[src/rtl/present_key_sched_if.sv]
// Handshake bundle between the PRESENT-80 key schedule and the round stage that consumes its keys.
// The schedule itself connects through the slave modport; the consumer/driver side uses master.
interface present_key_sched_if;
    logic        start;
    logic [79:0] key;
    logic        rk_ready;
    logic        rk_valid;
    logic [63:0] round_key;
    logic [5:0]  round_idx;
    logic        last;
    logic        busy;
    logic        done;

    modport master (
        output start,
        output key,
        output rk_ready,
        input  rk_valid,
        input  round_key,
        input  round_idx,
        input  last,
        input  busy,
        input  done
    );

    modport slave (
        input  start,
        input  key,
        input  rk_ready,
        output rk_valid,
        output round_key,
        output round_idx,
        output last,
        output busy,
        output done
    );
endinterface

[src/rtl/present_key_sched.sv]
// Iterative PRESENT-80 key schedule: loads an 80-bit key and hands out round keys K1..K32,
// one per accepted valid/ready transfer; the key register only advances on a transfer.
module present_key_sched (
    input  logic               clk,
    input  logic               rst_n,
    present_key_sched_if.slave kif
);
    typedef enum logic {
        ST_IDLE = 1'b0,
        ST_EMIT = 1'b1
    } state_t;

    localparam logic [5:0] LAST_IDX  = 6'd32;
    localparam logic [5:0] FIRST_IDX = 6'd1;

    state_t      state_q, state_d;
    logic [79:0] key_q,   key_d;
    logic [5:0]  idx_q,   idx_d;
    logic        done_q,  done_d;
    logic        emit;
    logic        xfer;

    function automatic logic [3:0] sbox(input logic [3:0] x);
        logic [3:0] y;
        case (x)
            4'h0: y = 4'hC;
            4'h1: y = 4'h5;
            4'h2: y = 4'h6;
            4'h3: y = 4'hB;
            4'h4: y = 4'h9;
            4'h5: y = 4'h0;
            4'h6: y = 4'hA;
            4'h7: y = 4'hD;
            4'h8: y = 4'h3;
            4'h9: y = 4'hE;
            4'hA: y = 4'hF;
            4'hB: y = 4'h8;
            4'hC: y = 4'h4;
            4'hD: y = 4'h7;
            4'hE: y = 4'h1;
            default: y = 4'h2;
        endcase
        return y;
    endfunction

    // One full schedule step from the pre-update register: rotate, S-box the top nibble,
    // then fold the 5-bit round counter into bits 19:15.
    function automatic logic [79:0] key_update(input logic [79:0] k, input logic [4:0] rc);
        logic [79:0] r;
        r          = {k[18:0], k[79:19]};
        r[79:76]   = sbox(r[79:76]);
        r[19:15]   = r[19:15] ^ rc;
        return r;
    endfunction

    assign emit = (state_q == ST_EMIT);
    assign xfer = emit && kif.rk_ready;

    always_comb begin
        state_d = state_q;
        key_d   = key_q;
        idx_d   = idx_q;
        done_d  = 1'b0;
        case (state_q)
            ST_IDLE: begin
                // A start coinciding with the done pulse is dropped; next cycle is the earliest restart.
                if (kif.start && !done_q) begin
                    key_d   = kif.key;
                    idx_d   = FIRST_IDX;
                    state_d = ST_EMIT;
                end
            end
            ST_EMIT: begin
                if (xfer) begin
                    if (idx_q == LAST_IDX) begin
                        state_d = ST_IDLE;
                        done_d  = 1'b1;
                    end else begin
                        key_d = key_update(key_q, idx_q[4:0]);
                        idx_d = idx_q + 6'd1;
                    end
                end
            end
            default: begin
                state_d = ST_IDLE;
            end
        endcase
    end

    always_ff @(posedge clk) begin
        if (!rst_n) begin
            state_q <= ST_IDLE;
            key_q   <= '0;
            idx_q   <= '0;
            done_q  <= 1'b0;
        end else begin
            state_q <= state_d;
            key_q   <= key_d;
            idx_q   <= idx_d;
            done_q  <= done_d;
        end
    end

    // Every output is a register or a decode of registers; rk_ready never reaches an output.
    assign kif.rk_valid  = emit;
    assign kif.busy      = emit;
    assign kif.done      = done_q;
    assign kif.round_idx = idx_q;
    assign kif.round_key = key_q[79:16];
    assign kif.last      = emit && (idx_q == LAST_IDX);
endmodule

[src/flat_wrapper.sv]
// flat-port wrapper written by rule: the top's interface ports become plain ports
module present_key_sched_flat 
  (clk, rst_n, kif_start, kif_key, kif_rk_ready, kif_rk_valid, kif_round_key, kif_round_idx, kif_last, kif_busy, kif_done);
  present_key_sched_if kif_i ();
  input  logic clk;
  input  logic rst_n;
  input wire logic [$bits(kif_i.start)-1:0] kif_start;
  input wire logic [$bits(kif_i.key)-1:0] kif_key;
  input wire logic [$bits(kif_i.rk_ready)-1:0] kif_rk_ready;
  output wire logic [$bits(kif_i.rk_valid)-1:0] kif_rk_valid;
  output wire logic [$bits(kif_i.round_key)-1:0] kif_round_key;
  output wire logic [$bits(kif_i.round_idx)-1:0] kif_round_idx;
  output wire logic [$bits(kif_i.last)-1:0] kif_last;
  output wire logic [$bits(kif_i.busy)-1:0] kif_busy;
  output wire logic [$bits(kif_i.done)-1:0] kif_done;
  assign kif_i.start = kif_start;
  assign kif_i.key = kif_key;
  assign kif_i.rk_ready = kif_rk_ready;
  assign kif_rk_valid = kif_i.rk_valid;
  assign kif_round_key = kif_i.round_key;
  assign kif_round_idx = kif_i.round_idx;
  assign kif_last = kif_i.last;
  assign kif_busy = kif_i.busy;
  assign kif_done = kif_i.done;
  present_key_sched u_core (.clk(clk), .rst_n(rst_n), .kif(kif_i));
endmodule
[config.mk]
export PLATFORM = sky130hd
export DESIGN_NAME = present_key_sched_flat
export DESIGN_NICKNAME = d
export VERILOG_FILES = /design/src/rtl/present_key_sched_if.sv /design/src/rtl/present_key_sched.sv /design/src/flat_wrapper.sv
export SDC_FILE = /design/constraint.sdc
export NUM_CORES = 1
export LEC_CHECK = 0
export CORE_ASPECT_RATIO = 1.5
export CORE_UTILIZATION = 47
export DETAILED_ROUTE_END_ITERATION = 8
export PLACE_DENSITY = 0.83
export RECOVER_POWER = 25
export SLEW_MARGIN = 20
export SYNTH_ARGS = -nofsm -noshare
export SYNTH_HDL_FRONTEND = slang
export SYNTH_SLANG_ARGS = --single-unit
export TNS_END_PERCENT = 20
[constraint.sdc]
create_clock -name clk -period 3.5 [get_ports clk]
set_clock_uncertainty 0.1 [all_clocks]
set_input_delay 0.35 -clock clk [delete_from_list [all_inputs] [get_ports clk]]
set_output_delay 0.35 -clock clk [all_outputs]
set_load 0.005 [all_outputs]
Yosys cells after proc, flatten, opt, wreduce, memory -nomap -nowiden
Memories as Yosys holds them, arrays and structs flattened. A register that Yosys moved wholly into a read port is not among the register bits.
Cells that the tools add are included.
W data, S select, Z words.
{"block": "totals", "regBits": 88, "rom_bits": 64, "output_inout_bits": 74, "mem_count": 1}
{"memory": "(name not given)", "depth": 16, "word_bits": 4, "read_ports": 1, "rd_clocked_by_memory_dff": 1, "wr": 0, "line": "present_key_sched.sv:25", "source": "case (x)"}
{"block": "op_classes", "add_sub_neg": 1, "n_eq_ne": 4, "n_mux": 15, "bitwise_logic": 2, "n_reduce_logical": 6}
{"cell": "$mux W80", "count": 3}
{"cell": "$pmux W80 S2", "count": 1}
{"cell": "$mux W6", "count": 3}
{"cell": "$pmux W6 S2", "count": 1}
{"cell": "$mux W4", "count": 2}
{"cell": "$add A6 B1 Y6 const B", "count": 1}
{"cell": "$eq A6 B6 Y1 const B", "count": 1}
{"cell": "$reduce_and A3 Y1", "count": 2}
{"cell": "$xor A5 B5 Y5", "count": 1}
{"cell": "$mux W1", "count": 4}
{"cell": "$ne A2 B2 Y1 const B", "count": 2}
{"cell": "$logic_and A1 B1 Y1", "count": 3}
{"cell": "$ne A2 B1 Y1 const B", "count": 1}
{"cell": "$pmux W1 S2", "count": 1}
{"cell": "$logic_not A1 Y1", "count": 1}
{"cell": "$not A1 Y1", "count": 1}

Depth between registers and ports, before layout
Gate-level depths: netlist of run 1.
{"block": "depth", "ltp_word": 6, "depth_mapped": 11, "ltp_nobuf": 10}

Worst setup path after synthesis of run 1
OpenSTA, ideal clock, no wires.
{"block": "synth_timing", "path_type": "register to register", "startpoint": "register u_core.state_q, in the netlist u_core.kif.busy", "endpoint": "register (tool-made name)", "setup_ns": 0.079, "arrival_time_ns": 2.483, "required_time_ns": 3.321, "setup_slack_ns": 0.838, "path_stages_with_launch": 10, "path_buffers": 1, "synth_period_minus_slack_ns": 2.662, "path_cell_list": "dfxtp_1 or3b_4 a32o_1 buf_4 and2_0 o21ai_0 inv_1 ha_1 a221o_1 a211oi_2"}
{"item": "start, declared", "line": "present_key_sched.sv:16", "source": "state_t state_q, state_d;"}
{"item": "start signal, assigned", "line": "present_key_sched.sv:97", "source": "state_q <= state_d;"}

==> results of run 1 <==
==> placed cells by master (no fill, tap or decap), types with 2 or more instances in the layout <==
cell	count
nor2_1	11
buf_4	8
a21oi_1	7
clkdlybuf4s50_1	117
nor2b_1	2
mux2i_1	77
xor2_1	3
o21ai_0	5
dfxtp_1	91
a21boi_0	4
nor3_1	3
ha_1	7
clkbuf_8	3
and3_1	2
mux2_2	2
clkbuf_16	9
o211a_1	75
xnor2_1	6
nand4_1	2
a22oi_1	2
dlygate4sd3_1	39
nand2_1	89
and2_1	2
inv_1	8
mux2i_4	2
==> worst min-delay path by stage <==
| stage | end | depth (start not counted) |
|---|---|---|
| after floorplan | u_core.kif.busy | 1 |
| after global placement | u_core.key_q[19] | 2 |
| after detailed placement | u_core.key_q[13] | 1 |
| after CTS | u_core.key_q[1] | 2 |
| after global routing | u_core.key_q[2] | 2 |
| final | u_core.key_q[1] | 2 |
==> metal layers <==
layer | track usage | vias to the layer above | share of wire | wire, um
met5 | 0 | - | 0 | 0
met4 | 0.131 | 0 | 0.040 | 493
met3 | 0.0373 | 35 | 0.049 | 607
met2 | 0.408 | 145 | 0.52 | 6410
met1 | 0.249 | 1857 | 0.39 | 4840
li1 | - | 1931 | - | -
==> power breakdown <==
| group | total, mW | switching (mW) | internal (mW) |
|---|---|---|---|
| Combinational | 0.626 | 0.262 | 0.364 |
| Clock | 1.01 | 0.394 | 0.612 |
| Sequential | 1.25 | 0.0931 | 1.15 |
| Total | 2.88 | 0.749 | 2.13 |
==> worst max-delay path: cells and delay by family, from the launching register on <==
family | cells | cell delay, ps
mux | 1 | 100
compound gates | 3 | 880
fa+ha+maj | 1 | 320
simple gates | 2 | 660
flops | 1 | 360
buf+inv | 3 | 400
==> synthesized netlist by cell type <==
library cell and number:
dfxtp_1 92, nand2_1 89, mux2i_1 77, o211a_1 75
buf_4 66, clkbuf_1 34, nor2_1 11, inv_1 8
a21oi_1 7, ha_1 7, xnor2_1 6, o21ai_0 5
a21boi_0 4, nor3_1 3, xor2_1 3, a22oi_1 2
and2_1 2, and3_1 2, buf_1 2, buf_2 2
mux2_2 2, mux2i_4 2, nand4_1 2, nor2b_1 2
a2111oi_0 1, a211oi_2 1, a21o_1 1, a221o_1 1
a31o_2 1, a32o_1 1, a32oi_1 1, and2_0 1
inv_2 1, nand3_1 1, nand3b_1 1, nor3b_1 1
nor4b_2 1, o211ai_1 1, o221ai_1 1, o311a_1 1
o31a_1 1, o31ai_1 1, or3b_4 1
==> state kept, by name, indices dropped and copies added, names as in the netlist, named ones only <==
signal / count
u_core.kif.busy: 1
u_core.key_q: 80
u_core.kif.done: 1
u_core.kif.round_idx: 6
==> layout make-up <==
cell class              instances  share of cell area
multi-input cells             319               0.383
flip-flops and latches         92               0.285
repair buffers                165               0.251
clock buffers                  13              0.0417
well taps                     141              0.0272
clock inverters                 3             0.00676
inverters                       9             0.00522
==> cells by family after synthesis <==
logic type | count (synthesis)
AOI/OAI and AO/OA | 105
xor gates and xnor gates | 9
adders and majority gates | 7
buffers and inverters | 113
DFF | 92
muxes | 81
and+or+nand+nor | 117
==> per-stage QoR <==
step / setup WS, ps / utilization / total power, mW / hold WS [ps] / instances
floorplan: 838 / - / 1.67 / 340 / 524
global route: 327 / 0.636 / 3.02 / 361 / 742
detailed placement: 547 / 0.605 / 1.91 / 390 / 726
global placement: 610 / 0.605 / 1.90 / 378 / 726
CTS: 576 / 0.636 / 2.93 / 329 / 742
finish: 554 / 0.636 / 2.88 / 337 / 742
==> results.toml, run 1 <==
[floorplan]
die_y_um = 128
core_um2 = 10200
row_count = 45
ios = 158
die_w_um = 86.0
initial_utilization = 0.489
die_area_um2 = 11000

[setup_path]
cpMaxStageDelayCell = "nor4b_2"
ff2ff_path_depth = 10
crit_type = "reg2reg"
setup.worst_path.start = "u_core.kif.round_idx[4]"
path_cells = "nor4b_2, a32o_1, buf_4, nand2_1, a21boi_0, inv_1, ha_1, inv_1, o221ai_1, mux2i_1"
worst_ep_required_time_ps = 3620
end_kind = "flip-flop"
reg2reg_setup_slack_ps = 550
cp_max_fo = 10
critPathMaxStageDelay_ps = 560
r2r_start = "u_core.kif.round_idx[4]"
crit_top_cell = "inv_1"
start_kind = "flip-flop"
crit_arrival_ps = 3070

[clock_network]
clkSinkCount = 92
clk_path_buf_depth = 2
numCtsBuffers = 9
path_clk_slew_ps = 60
post_cts_resized = 0
root_buffer = "clkbuf_16"
clock_latency_ps = 340
cts_tree = "done"
hold_buffers = 0
post_cts_buffers = 0
cts_max_level = 3

[logic_synthesis]
muxShareOfSynthArea = 0.168
synth-compound-area-share = 0.194
seq_area_frac_synth = 0.370
synth_simple_gate_area_frac = 0.0990
synth_seq_cells = 92
synth_area_leader_cell = "dfxtp_1"
yosys_warnings = 0
synth_area_per_cell_um2 = 9.50
synth_top_family_by_area = "compound AO/OA/AOI/OAI gates"
postSynthCellCount = 524
netlist_area_um2 = 4980
synth_top_area_frac = 0.370
yosys.cell_types.count = 43
synthTopCellsByArea = "dfxtp_1, mux2i_1, o211a_1"
synth_xor_xnor_area_share = 0.0158
synthAdderAreaFrac = 0.0176
syn_nets = 615

[final_layout]
fin_area_um2 = 6480
fill_cells = 863
n_antenna_cell = 0
regArea_um2 = 1850
nets = 687
drive_above_1_share = 0.0582
multiInputGateArea_um2 = 2480
area.growth.synth_to_final_pct = 30.1

[worst_hold_path]
hold_path_class = "in2reg"
min_from = "rst_n"

[status]
outcome = "completed"

[place]
place.gp.congestion = 0.883
dp_hpwl_um = 8910
placed_cell_area_um2 = 6160
portBuffers = 157

[sta]
slew_violations = 0
setup_viol = 0
period_share = 0.842
hold_violations = 0
slew_headroom = 0.513
setup_tns_ps = 0
max_freq_mhz = 339
worst_pin_slew_ps = 730
min_period_ps = 2950
rsz0062_at_grt = "false"

[detailed_routing]
first_pass_iters = 4
routedWlPerCell_um = 16.6
drt_iter0_drc = 226
via_per_inst = 5.35
wirelength_um = 12400
drc = 0
ant_nets = 0
num_vias = 3968

[grt]
grt_max_degree = 81
grt_usage = 0.227
grt_pass1_vias = 3962
grt-ovfl-total = 0
grt_pass1_wl_um = 19500
antenna_found_initial = 0

[power_and_ir_drop]
p_leak_nw = 3.29
power.density_nw_per_um2 = 444
peakVddDrop_uv = 280

[flow_run]
drv_cap = 0
Power figures use the tool's default switching activity.
==> run 2, diff against run 1 <==
==> constraint.sdc (replaced) <==
create_clock -name clk -period 2.9 [get_ports clk]
set_clock_uncertainty 0.1 [all_clocks]
set_input_delay 0.29 -clock clk [delete_from_list [all_inputs] [get_ports clk]]
set_output_delay 0.29 -clock clk [all_outputs]
set_load 0.005 [all_outputs]
==> run 2 against run 1 <==
Net effect: combinational power is 24% higher; critical path depth fell by 1; core utilization grew 0.36 points; via count grew 0.10%; register-to-register slack got worse by 340 ps; routed wire length down 0.20%; first-iteration DRC count fell by 35%; die area unchanged; fmax up 9.8%; sequential share of layout area down 0.16 points; critical path type unchanged; power rose by 20%.
==> results.toml, run 2 (same netlist as run 1, synthesis figures left out) <==
[clock_network]
clkSinkCount = 92
path_clk_slew_ps = 60
clock_latency_ps = 330
root_buffer = "clkbuf_16"
cts_tree = "done"
hold_buffers = 0
post_cts_resized = 0
post_cts_buffers = 0
numCtsBuffers = 9
cts_max_level = 3
clk_path_buf_depth = 2

[sta]
slew_violations = 0
rsz0062_at_grt = "false"
max_freq_mhz = 373
worst_slack_ps = 216
setup_viol = 0
worst_pin_slew_ps = 605
min_period_ps = 2680
hold_violations = 0
period_share = 0.925
setup_tns_ps = 0
slew_headroom = 0.597

[detailed_routing]
routedWlPerCell_um = 16.5
drc = 0
ant_nets = 0
drt_iter0_drc = 147
via_per_inst = 5.32
num_vias = 3972
first_pass_iters = 4
wirelength_um = 12300

[final_layout]
layout_commonest_cell = "clkdlybuf4s50_1"
n_antenna_cell = 0
largest_reg_flops = 80
largest_register = "u_core.key_q"
area.growth.synth_to_final_pct = 30.8
regArea_um2 = 1850
drive_above_1_share = 0.0612
final_cell_mix = "clkdlybuf4s50_1, dfxtp_1, nand2_1, mux2i_1, o211a_1"
instances_no_fill = 746
multiInputGateArea_um2 = 2480
fill_cells = 849
nets = 691

[floorplan]
die_area_um2 = 11000
die_w_um = 86.0
initial_utilization = 0.489
ios = 158
row_count = 45
die_y_um = 128
core_um2 = 10200

[power_and_ir_drop]
power.density_nw_per_um2 = 532
peakVddDrop_uv = 384
p_leak_nw = 3.31

[place]
place_inst = 730
dp_hpwl_um = 8960
pre_cts_ws_ps = -28.3
place.gp.congestion = 0.858
portBuffers = 157

[grt]
grt_pass1_wl_um = 19300
grt_pass1_vias = 3954
grt_max_degree = 79
grt_usage = 0.224
antenna_found_initial = 0
grt-ovfl-total = 0

[setup_path]
cpMaxStageDelayCell = "or3b_1"
path_cells = "or3b_1, a32o_1, and2_0, o21ai_0, buf_4, inv_1, ha_1, a221o_1, a211oi_2"
cp_max_fo = 12
critPathMaxStageDelay_ps = 490
crit_arrival_ps = 2830
worst_ep_required_time_ps = 3050
cp_top_family = "compound AO/OA/AOI/OAI gates"
crit_type = "reg2reg"
crit_buf_inv = 2
start_kind = "flip-flop"
end_kind = "flip-flop"

[flow_run]
drv_cap = 0

[worst_hold_path]
hold_path_class = "in2reg"

[status]
outcome = "completed"
==> run 2: final timing paths <==
kind                 endpoint             start  slack, ps  cells past startpoint
max                 flip-flop   u_core.kif.busy        220                      9
min          u_core.key_q[58]             rst_n        270                      2
max reg2reg         flip-flop   u_core.kif.busy        220                      9
min reg2reg  u_core.key_q[19]  u_core.key_q[19]        380                      2
==> run 2: final cells by class <==
class / instances / area share
Clock buffer: 13 / 0.0415
Clock inverter: 3 / 0.00672
Inverter: 9 / 0.00519
Multi-Input combinational cell: 319 / 0.381
Sequential cell: 92 / 0.283
Tap cell: 141 / 0.0271
Timing Repair Buffer: 169 / 0.256
==> run 2: power by group <==
group          leakage (nW)  internal (mW)  switching, mW
Clock                 0.156          0.739          0.459
Combinational          2.39          0.446          0.332
Sequential            0.763           1.39         0.0989
==> run 2: stage by stage <==
stage	power [mW]	hold WS (ps)	utilization	instance area [um2]
finish	3.47	268	0.639	6510
global route	3.63	282	0.639	6510
CTS	3.53	258	0.640	6520
detailed placement	2.31	383	0.609	6210
global placement	2.29	374	0.609	6210
floorplan	2.02	280	-	4980
==> run 2: per-layer routing <==
layer | global-route usage | part of all wire | vias to the layer above
met4 | 0.100 | 0.031 | 0
met2 | 0.409 | 0.53 | 146
met5 | 0 | 0 | -
met1 | 0.248 | 0.39 | 1863
met3 | 0.0412 | 0.049 | 30
li1 | - | - | 1933
